### config.mk
export PLATFORM = sky130hd
export DESIGN_NAME = ysyx_25060170_mem_arbiter_flat
export DESIGN_NICKNAME = d
export VERILOG_FILES = /design/src/rtl/ysyx_25060170_mem_arbiter_if.sv /design/src/rtl/ysyx_25060170_mem_arbiter.sv /design/src/flat_wrapper.sv
export SDC_FILE = /design/constraint.sdc
export NUM_CORES = 1
export LEC_CHECK = 0
export CORE_UTILIZATION = 35
export CTS_CLUSTER_DIAMETER = 80
export DETAILED_ROUTE_END_ITERATION = 12
export GPL_TIMING_DRIVEN = 0
export HOLD_SLACK_MARGIN = 0.1
export PLACE_DENSITY_LB_ADDON = 0.12
export SETUP_SLACK_MARGIN = 0.5
export SLEW_MARGIN = 20
export SYNTH_ARGS = -nofsm -noshare
export SYNTH_HDL_FRONTEND = slang
export SYNTH_SLANG_ARGS = --single-unit
### constraint.sdc
create_clock -name clk -period 2.5 [get_ports clk]
set_clock_uncertainty 0.15 [all_clocks]
set_input_delay 0.25 -clock clk [delete_from_list [all_inputs] [get_ports clk]]
set_output_delay 0.25 -clock clk [all_outputs]
set_load 0.03 [all_outputs]
### src/rtl/ysyx_25060170_mem_arbiter_if.sv
`timescale 1ns/1ps
`default_nettype none
// ============================================================================
// Module   : ysyx_25060170_mem_arbiter_if
// Purpose  : Bundles the IFU request/response, LSU request/response and shared
//            memory port signals of the memory arbiter.
// Modports : master - arbiter view (accepts IFU/LSU requests, drives memory)
//            slave  - environment view (requesters and memory model)
// Revision : 1.0 - initial release
// ============================================================================
interface ysyx_25060170_mem_arbiter_if;
  // IFU read channel
  logic        ifu_req_valid;
  logic        ifu_req_ready;
  logic [31:0] ifu_addr;
  logic        ifu_resp_valid;
  logic [31:0] ifu_rdata;
  logic        ifu_resp_err;
  // LSU read/write channel
  logic        lsu_req_valid;
  logic        lsu_req_ready;
  logic [31:0] lsu_addr;
  logic        lsu_wen;
  logic [31:0] lsu_wdata;
  logic [3:0]  lsu_wmask;
  logic        lsu_resp_valid;
  logic [31:0] lsu_rdata;
  logic        lsu_resp_err;
  // Shared memory port
  logic        mem_req_valid;
  logic        mem_req_ready;
  logic [31:0] mem_addr;
  logic        mem_wen;
  logic [31:0] mem_wdata;
  logic [3:0]  mem_wmask;
  logic        mem_resp_valid;
  logic [31:0] mem_rdata;
  // Status
  logic        busy;

  modport master (
    input  ifu_req_valid, ifu_addr,
    output ifu_req_ready, ifu_resp_valid, ifu_rdata, ifu_resp_err,
    input  lsu_req_valid, lsu_addr, lsu_wen, lsu_wdata, lsu_wmask,
    output lsu_req_ready, lsu_resp_valid, lsu_rdata, lsu_resp_err,
    output mem_req_valid, mem_addr, mem_wen, mem_wdata, mem_wmask,
    input  mem_req_ready, mem_resp_valid, mem_rdata,
    output busy
  );

  modport slave (
    output ifu_req_valid, ifu_addr,
    input  ifu_req_ready, ifu_resp_valid, ifu_rdata, ifu_resp_err,
    output lsu_req_valid, lsu_addr, lsu_wen, lsu_wdata, lsu_wmask,
    input  lsu_req_ready, lsu_resp_valid, lsu_rdata, lsu_resp_err,
    input  mem_req_valid, mem_addr, mem_wen, mem_wdata, mem_wmask,
    output mem_req_ready, mem_resp_valid, mem_rdata,
    input  busy
  );
endinterface
`default_nettype wire

### src/rtl/ysyx_25060170_mem_arbiter.sv
`timescale 1ns/1ps
`default_nettype none
// ============================================================================
// Module   : ysyx_25060170_mem_arbiter
// Purpose  : Round-robin arbiter sharing one memory port between IFU and LSU.
//            One outstanding transaction; WAIT-state timeout returns an error.
// Ports    : clk - clock, all state on rising edge
//            rst - asynchronous active-low reset
//            bus - ysyx_25060170_mem_arbiter_if.master (IFU, LSU, memory, busy)
// Params   : TIMEOUT_CYC - WAIT cycles without response before error (>=2)
// Revision : 1.0 - initial release
// ============================================================================
module ysyx_25060170_mem_arbiter #(
  parameter int TIMEOUT_CYC = 1024
) (
  input  logic                               clk,
  input  logic                               rst,
  ysyx_25060170_mem_arbiter_if.master        bus
);

  localparam int c_CNT_W = (TIMEOUT_CYC > 2) ? $clog2(TIMEOUT_CYC) : 1;
  localparam logic [c_CNT_W-1:0] c_CNT_LAST = c_CNT_W'(TIMEOUT_CYC - 1);
  localparam logic c_IFU = 1'b0;
  localparam logic c_LSU = 1'b1;

  typedef enum logic [1:0] {
    S_IDLE = 2'd0,
    S_REQ  = 2'd1,
    S_WAIT = 2'd2
  } state_t;

  state_t               r_state;
  state_t               w_state_nxt;
  logic                 r_owner;
  logic                 r_last_grant;
  logic [c_CNT_W-1:0]   r_cnt;
  logic [31:0]          r_mem_addr;
  logic                 r_mem_wen;
  logic [31:0]          r_mem_wdata;
  logic [3:0]           r_mem_wmask;

  logic                 w_grant_ifu;
  logic                 w_grant_lsu;
  logic                 w_resp_fire;
  logic                 w_resp_err;
  logic [31:0]          w_resp_rdata;

  // State register
  always_ff @(posedge clk or negedge rst) begin
    if (!rst) r_state <= S_IDLE;
    else      r_state <= w_state_nxt;
  end

  // Next state, grants and response generation
  always_comb begin
    w_state_nxt  = r_state;
    w_grant_ifu  = 1'b0;
    w_grant_lsu  = 1'b0;
    w_resp_fire  = 1'b0;
    w_resp_err   = 1'b0;
    w_resp_rdata = 32'h0;
    case (r_state)
      S_IDLE: begin
        // On a tie the requester that did not win last time is served
        w_grant_ifu = bus.ifu_req_valid & (~bus.lsu_req_valid | (r_last_grant == c_LSU));
        w_grant_lsu = bus.lsu_req_valid & (~bus.ifu_req_valid | (r_last_grant == c_IFU));
        if (w_grant_ifu || w_grant_lsu) w_state_nxt = S_REQ;
      end
      S_REQ: begin
        if (bus.mem_req_ready) w_state_nxt = S_WAIT;
      end
      S_WAIT: begin
        // A real response in the last allowed cycle still wins over the timeout
        if (bus.mem_resp_valid) begin
          w_resp_fire  = 1'b1;
          w_resp_rdata = bus.mem_rdata;
          w_state_nxt  = S_IDLE;
        end else if (r_cnt == c_CNT_LAST) begin
          w_resp_fire  = 1'b1;
          w_resp_err   = 1'b1;
          w_state_nxt  = S_IDLE;
        end
      end
      default: w_state_nxt = S_IDLE;
    endcase
  end

  // Request capture, ownership and WAIT counter
  always_ff @(posedge clk or negedge rst) begin
    if (!rst) begin
      r_owner      <= c_IFU;
      r_last_grant <= c_IFU;
      r_cnt        <= '0;
      r_mem_addr   <= 32'h0;
      r_mem_wen    <= 1'b0;
      r_mem_wdata  <= 32'h0;
      r_mem_wmask  <= 4'h0;
    end else begin
      if (w_grant_ifu) begin
        r_owner      <= c_IFU;
        r_last_grant <= c_IFU;
        r_mem_addr   <= bus.ifu_addr;
        r_mem_wen    <= 1'b0;
        r_mem_wdata  <= 32'h0;
        r_mem_wmask  <= 4'h0;
      end else if (w_grant_lsu) begin
        r_owner      <= c_LSU;
        r_last_grant <= c_LSU;
        r_mem_addr   <= bus.lsu_addr;
        r_mem_wen    <= bus.lsu_wen;
        r_mem_wdata  <= bus.lsu_wdata;
        r_mem_wmask  <= bus.lsu_wmask;
      end
      // Held at zero while in REQ so every WAIT entry starts from zero
      if (r_state == S_REQ) r_cnt <= '0;
      else if (r_state == S_WAIT && !w_resp_fire) r_cnt <= r_cnt + 1'b1;
    end
  end

  assign bus.ifu_req_ready  = w_grant_ifu;
  assign bus.lsu_req_ready  = w_grant_lsu;

  assign bus.mem_req_valid  = (r_state == S_REQ);
  assign bus.mem_addr       = r_mem_addr;
  assign bus.mem_wen        = r_mem_wen;
  assign bus.mem_wdata      = r_mem_wdata;
  assign bus.mem_wmask      = r_mem_wmask;

  assign bus.ifu_resp_valid = w_resp_fire & (r_owner == c_IFU);
  assign bus.ifu_resp_err   = w_resp_err  & (r_owner == c_IFU);
  assign bus.ifu_rdata      = (r_owner == c_IFU) ? w_resp_rdata : 32'h0;
  assign bus.lsu_resp_valid = w_resp_fire & (r_owner == c_LSU);
  assign bus.lsu_resp_err   = w_resp_err  & (r_owner == c_LSU);
  assign bus.lsu_rdata      = (r_owner == c_LSU) ? w_resp_rdata : 32'h0;

  assign bus.busy           = (r_state != S_IDLE);

endmodule
`default_nettype wire
### src/flat_wrapper.sv
// flat-port wrapper written by rule: the top's interface ports become plain ports
module ysyx_25060170_mem_arbiter_flat 
#(
  parameter int TIMEOUT_CYC = 1024
)
  (clk, rst, bus_ifu_req_valid, bus_ifu_addr, bus_ifu_req_ready, bus_ifu_resp_valid, bus_ifu_rdata, bus_ifu_resp_err, bus_lsu_req_valid, bus_lsu_addr, bus_lsu_wen, bus_lsu_wdata, bus_lsu_wmask, bus_lsu_req_ready, bus_lsu_resp_valid, bus_lsu_rdata, bus_lsu_resp_err, bus_mem_req_valid, bus_mem_addr, bus_mem_wen, bus_mem_wdata, bus_mem_wmask, bus_mem_req_ready, bus_mem_resp_valid, bus_mem_rdata, bus_busy);
  ysyx_25060170_mem_arbiter_if bus_i ();
  input  logic clk;
  input  logic rst;
  input wire logic [$bits(bus_i.ifu_req_valid)-1:0] bus_ifu_req_valid;
  input wire logic [$bits(bus_i.ifu_addr)-1:0] bus_ifu_addr;
  output wire logic [$bits(bus_i.ifu_req_ready)-1:0] bus_ifu_req_ready;
  output wire logic [$bits(bus_i.ifu_resp_valid)-1:0] bus_ifu_resp_valid;
  output wire logic [$bits(bus_i.ifu_rdata)-1:0] bus_ifu_rdata;
  output wire logic [$bits(bus_i.ifu_resp_err)-1:0] bus_ifu_resp_err;
  input wire logic [$bits(bus_i.lsu_req_valid)-1:0] bus_lsu_req_valid;
  input wire logic [$bits(bus_i.lsu_addr)-1:0] bus_lsu_addr;
  input wire logic [$bits(bus_i.lsu_wen)-1:0] bus_lsu_wen;
  input wire logic [$bits(bus_i.lsu_wdata)-1:0] bus_lsu_wdata;
  input wire logic [$bits(bus_i.lsu_wmask)-1:0] bus_lsu_wmask;
  output wire logic [$bits(bus_i.lsu_req_ready)-1:0] bus_lsu_req_ready;
  output wire logic [$bits(bus_i.lsu_resp_valid)-1:0] bus_lsu_resp_valid;
  output wire logic [$bits(bus_i.lsu_rdata)-1:0] bus_lsu_rdata;
  output wire logic [$bits(bus_i.lsu_resp_err)-1:0] bus_lsu_resp_err;
  output wire logic [$bits(bus_i.mem_req_valid)-1:0] bus_mem_req_valid;
  output wire logic [$bits(bus_i.mem_addr)-1:0] bus_mem_addr;
  output wire logic [$bits(bus_i.mem_wen)-1:0] bus_mem_wen;
  output wire logic [$bits(bus_i.mem_wdata)-1:0] bus_mem_wdata;
  output wire logic [$bits(bus_i.mem_wmask)-1:0] bus_mem_wmask;
  input wire logic [$bits(bus_i.mem_req_ready)-1:0] bus_mem_req_ready;
  input wire logic [$bits(bus_i.mem_resp_valid)-1:0] bus_mem_resp_valid;
  input wire logic [$bits(bus_i.mem_rdata)-1:0] bus_mem_rdata;
  output wire logic [$bits(bus_i.busy)-1:0] bus_busy;
  assign bus_i.ifu_req_valid = bus_ifu_req_valid;
  assign bus_i.ifu_addr = bus_ifu_addr;
  assign bus_ifu_req_ready = bus_i.ifu_req_ready;
  assign bus_ifu_resp_valid = bus_i.ifu_resp_valid;
  assign bus_ifu_rdata = bus_i.ifu_rdata;
  assign bus_ifu_resp_err = bus_i.ifu_resp_err;
  assign bus_i.lsu_req_valid = bus_lsu_req_valid;
  assign bus_i.lsu_addr = bus_lsu_addr;
  assign bus_i.lsu_wen = bus_lsu_wen;
  assign bus_i.lsu_wdata = bus_lsu_wdata;
  assign bus_i.lsu_wmask = bus_lsu_wmask;
  assign bus_lsu_req_ready = bus_i.lsu_req_ready;
  assign bus_lsu_resp_valid = bus_i.lsu_resp_valid;
  assign bus_lsu_rdata = bus_i.lsu_rdata;
  assign bus_lsu_resp_err = bus_i.lsu_resp_err;
  assign bus_mem_req_valid = bus_i.mem_req_valid;
  assign bus_mem_addr = bus_i.mem_addr;
  assign bus_mem_wen = bus_i.mem_wen;
  assign bus_mem_wdata = bus_i.mem_wdata;
  assign bus_mem_wmask = bus_i.mem_wmask;
  assign bus_i.mem_req_ready = bus_mem_req_ready;
  assign bus_i.mem_resp_valid = bus_mem_resp_valid;
  assign bus_i.mem_rdata = bus_mem_rdata;
  assign bus_busy = bus_i.busy;
  ysyx_25060170_mem_arbiter #(.TIMEOUT_CYC(TIMEOUT_CYC)) u_core (.clk(clk), .rst(rst), .bus(bus_i));
endmodule
==> flow_summary_export.csv, run 1 <==
group,metric,value,unit
sta,min_period,2.11,ns
sta,finalSetupViolCount,0,
cts,clock_tree.buffer_depth,2,
layout,final_layout_size_suffix_gt1_frac,0.324,
drt,drtIter0Drc,169,
sta,drv_slew,0,
drt,wl,14600,um
cts,numCtsBuffers,9,
sta,achievable_clock_frequency,474,MHz
sta,setup_tns,0,ns
placement,io_buffer_count,279,
power,power.clock.fraction,0.141,
cts,clkSinkCount,82,
sta,hold_viol_final,0,
die,initial_core_util,0.359,
global_routing,number_of_global_route_vias_before_repair,4235,
power,power.share.combinational,0.580,
synthesis,seq_area_frac_synth,0.524,
synthesis,syn-num-nets,514,
critical_path,critPathMaxFanout,8,
hold_path,worstHoldPathType,"in -> async",
power,power.ir.vdd_worst,562,uV
critical_path,worst-endpoint-arrival,1.71,ns
die,floorplan.die_area,0.0116,sq mm
sta,fin_crit_sh,0.843,
placement,detailed_place_hpwl,10900,um
synthesis,netlist_instances,374,
global_routing,globalRouteTotalUtil,0.246,
cts,clock_root_buffer_master,"clkbuf_8",
die,fp.dieW,108,um
critical_path,critical_path.endpoint_type,"primary output",
layout,stdcell_count,842,
placement,dp.cells,794,
global_routing,grt_pass1_wl,21500,um
critical_path,timing.critical_path.from,"u_core.r_state[0]$_DFFE_PN0P_",
global_routing,grt_antenna_before_repair,1,
placement,gp_routability_congestion,0.772,
synthesis,syn-cell-area,0.00391,sq mm
power,internal_power,4.40,mW
outcome,outcome,"completed",
critical_path,r2r_start,"u_core.r_cnt[8]$_DFFE_PN0P_",
critical_path,critPathKind,"reg -> out",
synthesis,ys.flop_type,"dfrtp_1",
drt,detail-route-antenna-nets,0,
power,pwr-share-seq,0.279,
power,cellLeakagePower,3.77,nW
synthesis,synth_cell_type_count,36,
sta,worst_slew_pin_slew,0.594,ns
layout,area.growth.synth_to_final,102,%
drt,detailroute.via_count,4161,
drt,drt_drc_violations_left,0,
synthesis,yosys_warnings,0,
drt,vias_per_cell,4.94,
cts,tritoncts,"done",
layout,most_common_library_cell_in_the_layout_ignoring_fill_and_taps,"clkdlybuf4s50_1",
power,p_sw,3.25,mW
global_routing,gr-total-overflow,0,
drt,wire_per_inst,17.3,um
layout,final_layout_fill_cell_count,806,
power,power.switching_fraction,0.424,
synthesis,ys_ff_latch,82,
drt,drt_pass1_iterations,6,
die,rows,38,
cts,cts.htree.levels,3,
sta,grt_setup_unrepaired,"true",
critical_path,start_kind,"register",
global_routing,grt_start_max_net_pins,46,
cts,path_clk_slew,0.09,ns
die,ios,280,
layout,most_frequent_cells_in_the_layout,"clkdlybuf4s50_1 (206), dfrtp_1 (81), buf_6 (68)",
run,maxCapViolations,0,
sta,worst_slew_margin_rel,0.604,
synthesis,async_flop_share,1.00,
layout,nets,836,
layout,multi_input_area,0.00202,sq mm
layout,seqCellArea,0.00205,sq mm
synthesis,synthesis.area_per_instance,10.5,sq um
cts,clk_latency,0.36,ns
synthesis,count_of_flip_flops_with_a_built_in_enable_after_synthesis,0,
power,power.density_cell_area,970,mW/mm^2
critical_path,critical_path_required_time,2.10,ns
die,placeableCoreArea,0.0109,sq mm
die,die_h,108,um
power by group through the flow:
stage               sequential, mW  combinational [mW]  clock, mW
finish                        2.13                4.44       1.08
global route                  2.19                4.72       1.17
CTS                           2.12                4.29       1.11
detailed placement            2.14                4.03          0
global placement              2.11                3.98          0
floorplan                     3.03                1.33          0
state kept, by name, summed over array words and instances (netlist names):
name	flops
u_core.bus.mem_addr	32
u_core.r_owner	1
u_core.bus.mem_wen	1
u_core.bus.mem_wdata	32
u_core.r_cnt	10
u_core.bus.mem_wmask	4
u_core.r_state	2
cell usage after synthesis (all sizes together), types with 2 or more instances:
master   n  area, sq um
a211o    4         35.0
a22o    37          324
and2    65          408
and3     9         57.6
buf      8         40.0
clkbuf  17         63.8
dfrtp   82         2050
inv      3         11.3
mux2i   34          340
nand2   45          169
nand3    3         25.0
nand4    3         18.8
nor2     7         26.3
nor3     5         25.0
nor3b    2         15.0
o21ai   34          170
final timing paths:
kind	endpoint	cells past startpoint	slack, ns
setup / recovery	bus_ifu_rdata[10]	6	0.39
hold / removal	u_core.bus.mem_addr[12]$_DFFE_PN0P_	2	0.27
setup reg to reg	u_core.r_cnt[9]$_DFFE_PN0P_	6	0.44
hold reg to reg	u_core.bus.mem_addr[11]$_DFFE_PN0P_	2	0.33
max in group asynchronous	u_core.r_state[0]$_DFFE_PN0P_	3	1.31
min in group clk	u_core.r_state[1]$_DFFE_PN0P_	3	0.31
cell type report:
type | count | area share
tap | 140 | 0.0222
multi-input combinational | 264 | 0.256
antenna | 1 | 0.000317
clock buffer | 9 | 0.0157
sequential | 82 | 0.260
buffer | 25 | 0.0270
clock inverter | 7 | 0.0127
timing repair buffer | 311 | 0.404
inverter | 3 | 0.00175
per-stage QoR:
step / hold slack [ns] / setup slack [ns] / util / instance area, sq um / total power [mW]
floorplan: -0.196 / 0.527 / - / 3920 / 4.36
global placement: 0.311 / -1.89 / 0.633 / 6890 / 6.09
detailed placement: 0.139 / -0.197 / 0.635 / 6910 / 6.17
CTS: 0.276 / 0.348 / 0.699 / 7610 / 7.52
global route: 0.302 / 0.319 / 0.724 / 7890 / 8.07
finish: 0.265 / 0.392 / 0.724 / 7890 / 7.65
kinds of logic after synthesis:
group	count (synthesis)	share of synthesized area
flops	82	0.524
xor+xnor	1	0.00224
buf+inv	28	0.0294
compound gates	79	0.143
simple gates	148	0.208
mux	35	0.0899
fa+ha+maj	1	0.00320
critical path, stage by stage (launching register included):
cell and delay [ns]:
dfrtp_2 0.46, nor2b_4 0.14, and3b_2 0.22, buf_12 0.14, buf_8 0.12, and2_4 0.14, buf_6 0.12
layer usage:
layer	track usage	wire (um)
met1	0.236	4900
met3	0.0902	1300
met2	0.455	7860
met4	0.124	507
met5	0	0
repair_timing:
action / in CTS / in global routing
resized for setup: 584 / 56
pin swaps: 45 / 14
cloned: 5 / 1
hold buffers: 1 / 0
setup buffers: 11 / 13
endpoints found under the hold margin: 44 / 0
setup endpoints to repair: 104 / 114
Power figures use the tool's default switching activity.
==> run 2: changes to the inputs <==
==> constraint.sdc (replaced) <==
create_clock -name clk -period 2.2 [get_ports clk]
set_clock_uncertainty 0.15 [all_clocks]
set_input_delay 0.22 -clock clk [delete_from_list [all_inputs] [get_ports clk]]
set_output_delay 0.22 -clock clk [all_outputs]
set_load 0.03 [all_outputs]
==> run 2 against run 1 <==
Compared with the run above: hold slack got worse by 0.044 ns; largest power group unchanged; sequential power increased by 13%; count of clock-buffer cells in the layout increased by 3; sequential share of layout area increased by 0.35 points; highest routed layer unchanged; clock power about the same; utilization decreased by 0.91 points; critical path type unchanged; critical endpoint is now bus_ifu_rdata[30].
==> flow_summary_export.csv, run 2 (synthesized netlist as in run 1, its figures left out) <==
group,metric,value,unit
global_routing,number_of_global_route_vias_before_repair,4015,
power,totalPowerFinal,8.60,mW
layout,nets,840,
die,fp.dieW,108,um
cts,clock_tree.buffer_depth,2,
critical_path,critical_path.endpoint_type,"primary output",
drt,wire_per_inst,17.1,um
drt,detail-route-antenna-nets,0,
sta,fin_crit_sh,0.939,
sta,achievable_clock_frequency,484,MHz
power,cellLeakagePower,4.24,nW
critical_path,worst-endpoint-arrival,1.70,ns
critical_path,ff2ff_setup_slack,0.26,ns
critical_path,max_stage_delay,0.45,ns
die,initial_core_util,0.359,
layout,most_frequent_cells_in_the_layout,"clkdlybuf4s50_1 (137), buf_4 (80), dfrtp_1 (80)",
placement,dpl_cell_area,0.00694,sq mm
sta,worst_slew_pin_slew,0.518,ns
die,ios,280,
layout,area.growth.synth_to_final,99.0,%
sta,finalSetupViolCount,0,
global_routing,grt_pass1_wl,20500,um
placement,detailed_place_hpwl,10800,um
critical_path,critPathKind,"reg -> out",
placement,io_buffer_count,279,
cts,clk_latency,0.35,ns
die,floorplan.die_area,0.0116,sq mm
die,placeableCoreArea,0.0109,sq mm
critical_path,cpMaxStageDelayCell,"dfrtp_2",
sta,grt_setup_unrepaired,"true",
critical_path,critical_path_required_time,1.83,ns
sta,drv_slew,0,
hold_path,worstHoldPathType,"in -> async",
outcome,outcome,"completed",
critical_path,start_kind,"register",
drt,vias_per_cell,4.94,
layout,finalInstanceArea,0.00779,sq mm
cts,clock_root_buffer_master,"clkbuf_8",
cts,path_clk_slew,0.08,ns
layout,n_antenna_cell,0,
placement,gp_routability_congestion,0.801,
critical_path,crit_path_cell_trace,"nor2b_4 > and3b_2 > buf_8 > and2_1 > buf_4",
die,rows,38,
critical_path,critPathMaxFanout,10,
power,power.ir.vdd_worst,714,uV
global_routing,globalRouteTotalUtil,0.234,
sta,worst_slew_margin_rel,0.655,
drt,drtIter0Drc,190,
cts,numCtsBuffers,9,
global_routing,gr-total-overflow,0,
layout,most_common_library_cell_in_the_layout_ignoring_fill_and_taps,"clkdlybuf4s50_1",
global_routing,grt_start_max_net_pins,46,
drt,drt_drc_violations_left,0,
sta,hold_viol_final,0,
sta,min_period,2.07,ns
drt,drt_pass1_iterations,4,
run,maxCapViolations,0,
cts,cts.htree.levels,3,
die,die_h,108,um
power,power.density_cell_area,1100,mW/mm^2
cts,clkSinkCount,82,
cts,tritoncts,"done",
drt,detailroute.via_count,4166,
global_routing,grt_antenna_before_repair,0,
layout,final_layout_size_suffix_gt1_frac,0.273,
drt,wl,14400,um
==> run 2: cell count changes in the layout (fill, tap and decap cells not counted), moves of 5 or more <==
cell             previous run  this run
clkdlybuf4s50_1           206       137
buf_4                      27        80
and2_1                      4        54
and2_4                     60        10
buf_6                      68        25
dlygate4sd2_1               1        38
dlymetal6s2s_1              0        31
o21ai_0                    29         1
o21ai_1                     5        32
mux2i_1                    34        28
buf_2                       8         3
==> run 2: layout make-up <==
type	instances	area, sq um
plain buffers	25	272
clock buffers	12	145
clock inverters	3	40.0
fillers	833	3100
inverters	3	13.8
multi-input cells	264	1970
flip-flops and latches	82	2050
well taps	140	175
repair buffers	315	3120
==> run 2: power by group <==
group | switching [mW] | leakage (nW) | internal, mW
Clock | 0.517 | 0.0962 | 0.547
Sequential | 0.323 | 1.05 | 2.09
Combinational | 2.87 | 3.09 | 2.26
Total | 3.71 | 4.24 | 4.90
==> run 2: repair_timing <==
item | 4_1_cts | 5_1_grt
endpoints found under the hold margin | 60 | 0
gates resized for setup | 529 | 156
hold buffers | 1 | 0
buffers inserted | 15 | 15
gates cloned | 0 | 4
pin swaps | 6 | 10
setup endpoints to repair | 220 | 177
==> run 2: through the flow <==
step	instances	setup TNS, ns	hold slack [ns]	util	setup slack [ns]
4_1_cts	825	0	0.232	0.665	0.0896
5_1_grt	844	0	0.260	0.715	0.0593
3_5_place_dp	794	-22.57	0.0759	0.637	-0.407
6_report	844	0	0.221	0.715	0.133
2_1_floorplan	374	0	-0.226	-	0.442
3_3_place_gp	793	-194.77	0.311	0.635	-2.13
==> run 2: worst paths after layout <==
check | start | to | cells after the start
max in group asynchronous | rst | u_core.r_state[1]$_DFFE_PN0P_ | 3
min in group clk | bus_mem_req_ready | u_core.r_state[1]$_DFFE_PN0P_ | 3
worst max-delay path | u_core.r_state[0]$_DFFE_PN0P_ | bus_ifu_rdata[30] | 5
worst min-delay path | rst | u_core.bus.mem_addr[22]$_DFFE_PN0P_ | 2
worst min register to register | u_core.bus.mem_addr[31]$_DFFE_PN0P_ | u_core.bus.mem_addr[31]$_DFFE_PN0P_ | 2
worst max register to register | u_core.r_state[0]$_DFFE_PN0P_ | u_core.r_cnt[6]$_DFFE_PN0P_ | 6
==> run 2: per-layer routing <==
| layer | track usage | share of wire | vias to the layer above |
|---|---|---|---|
| li1 | - | - | 1963 |
| met1 | 0.232 | 0.34 | 1993 |
| met2 | 0.451 | 0.54 | 190 |
| met3 | 0.0829 | 0.093 | 20 |
| met4 | 0.0646 | 0.019 | 0 |
| met5 | 0 | 0 | - |
==> run 2: critical path: cells and delay by family, from the launching register on <==
kind / cells / cell delay, ns
and+or+nand+nor: 3 / 0.59
DFF: 1 / 0.45
buffers and inverters: 2 / 0.31
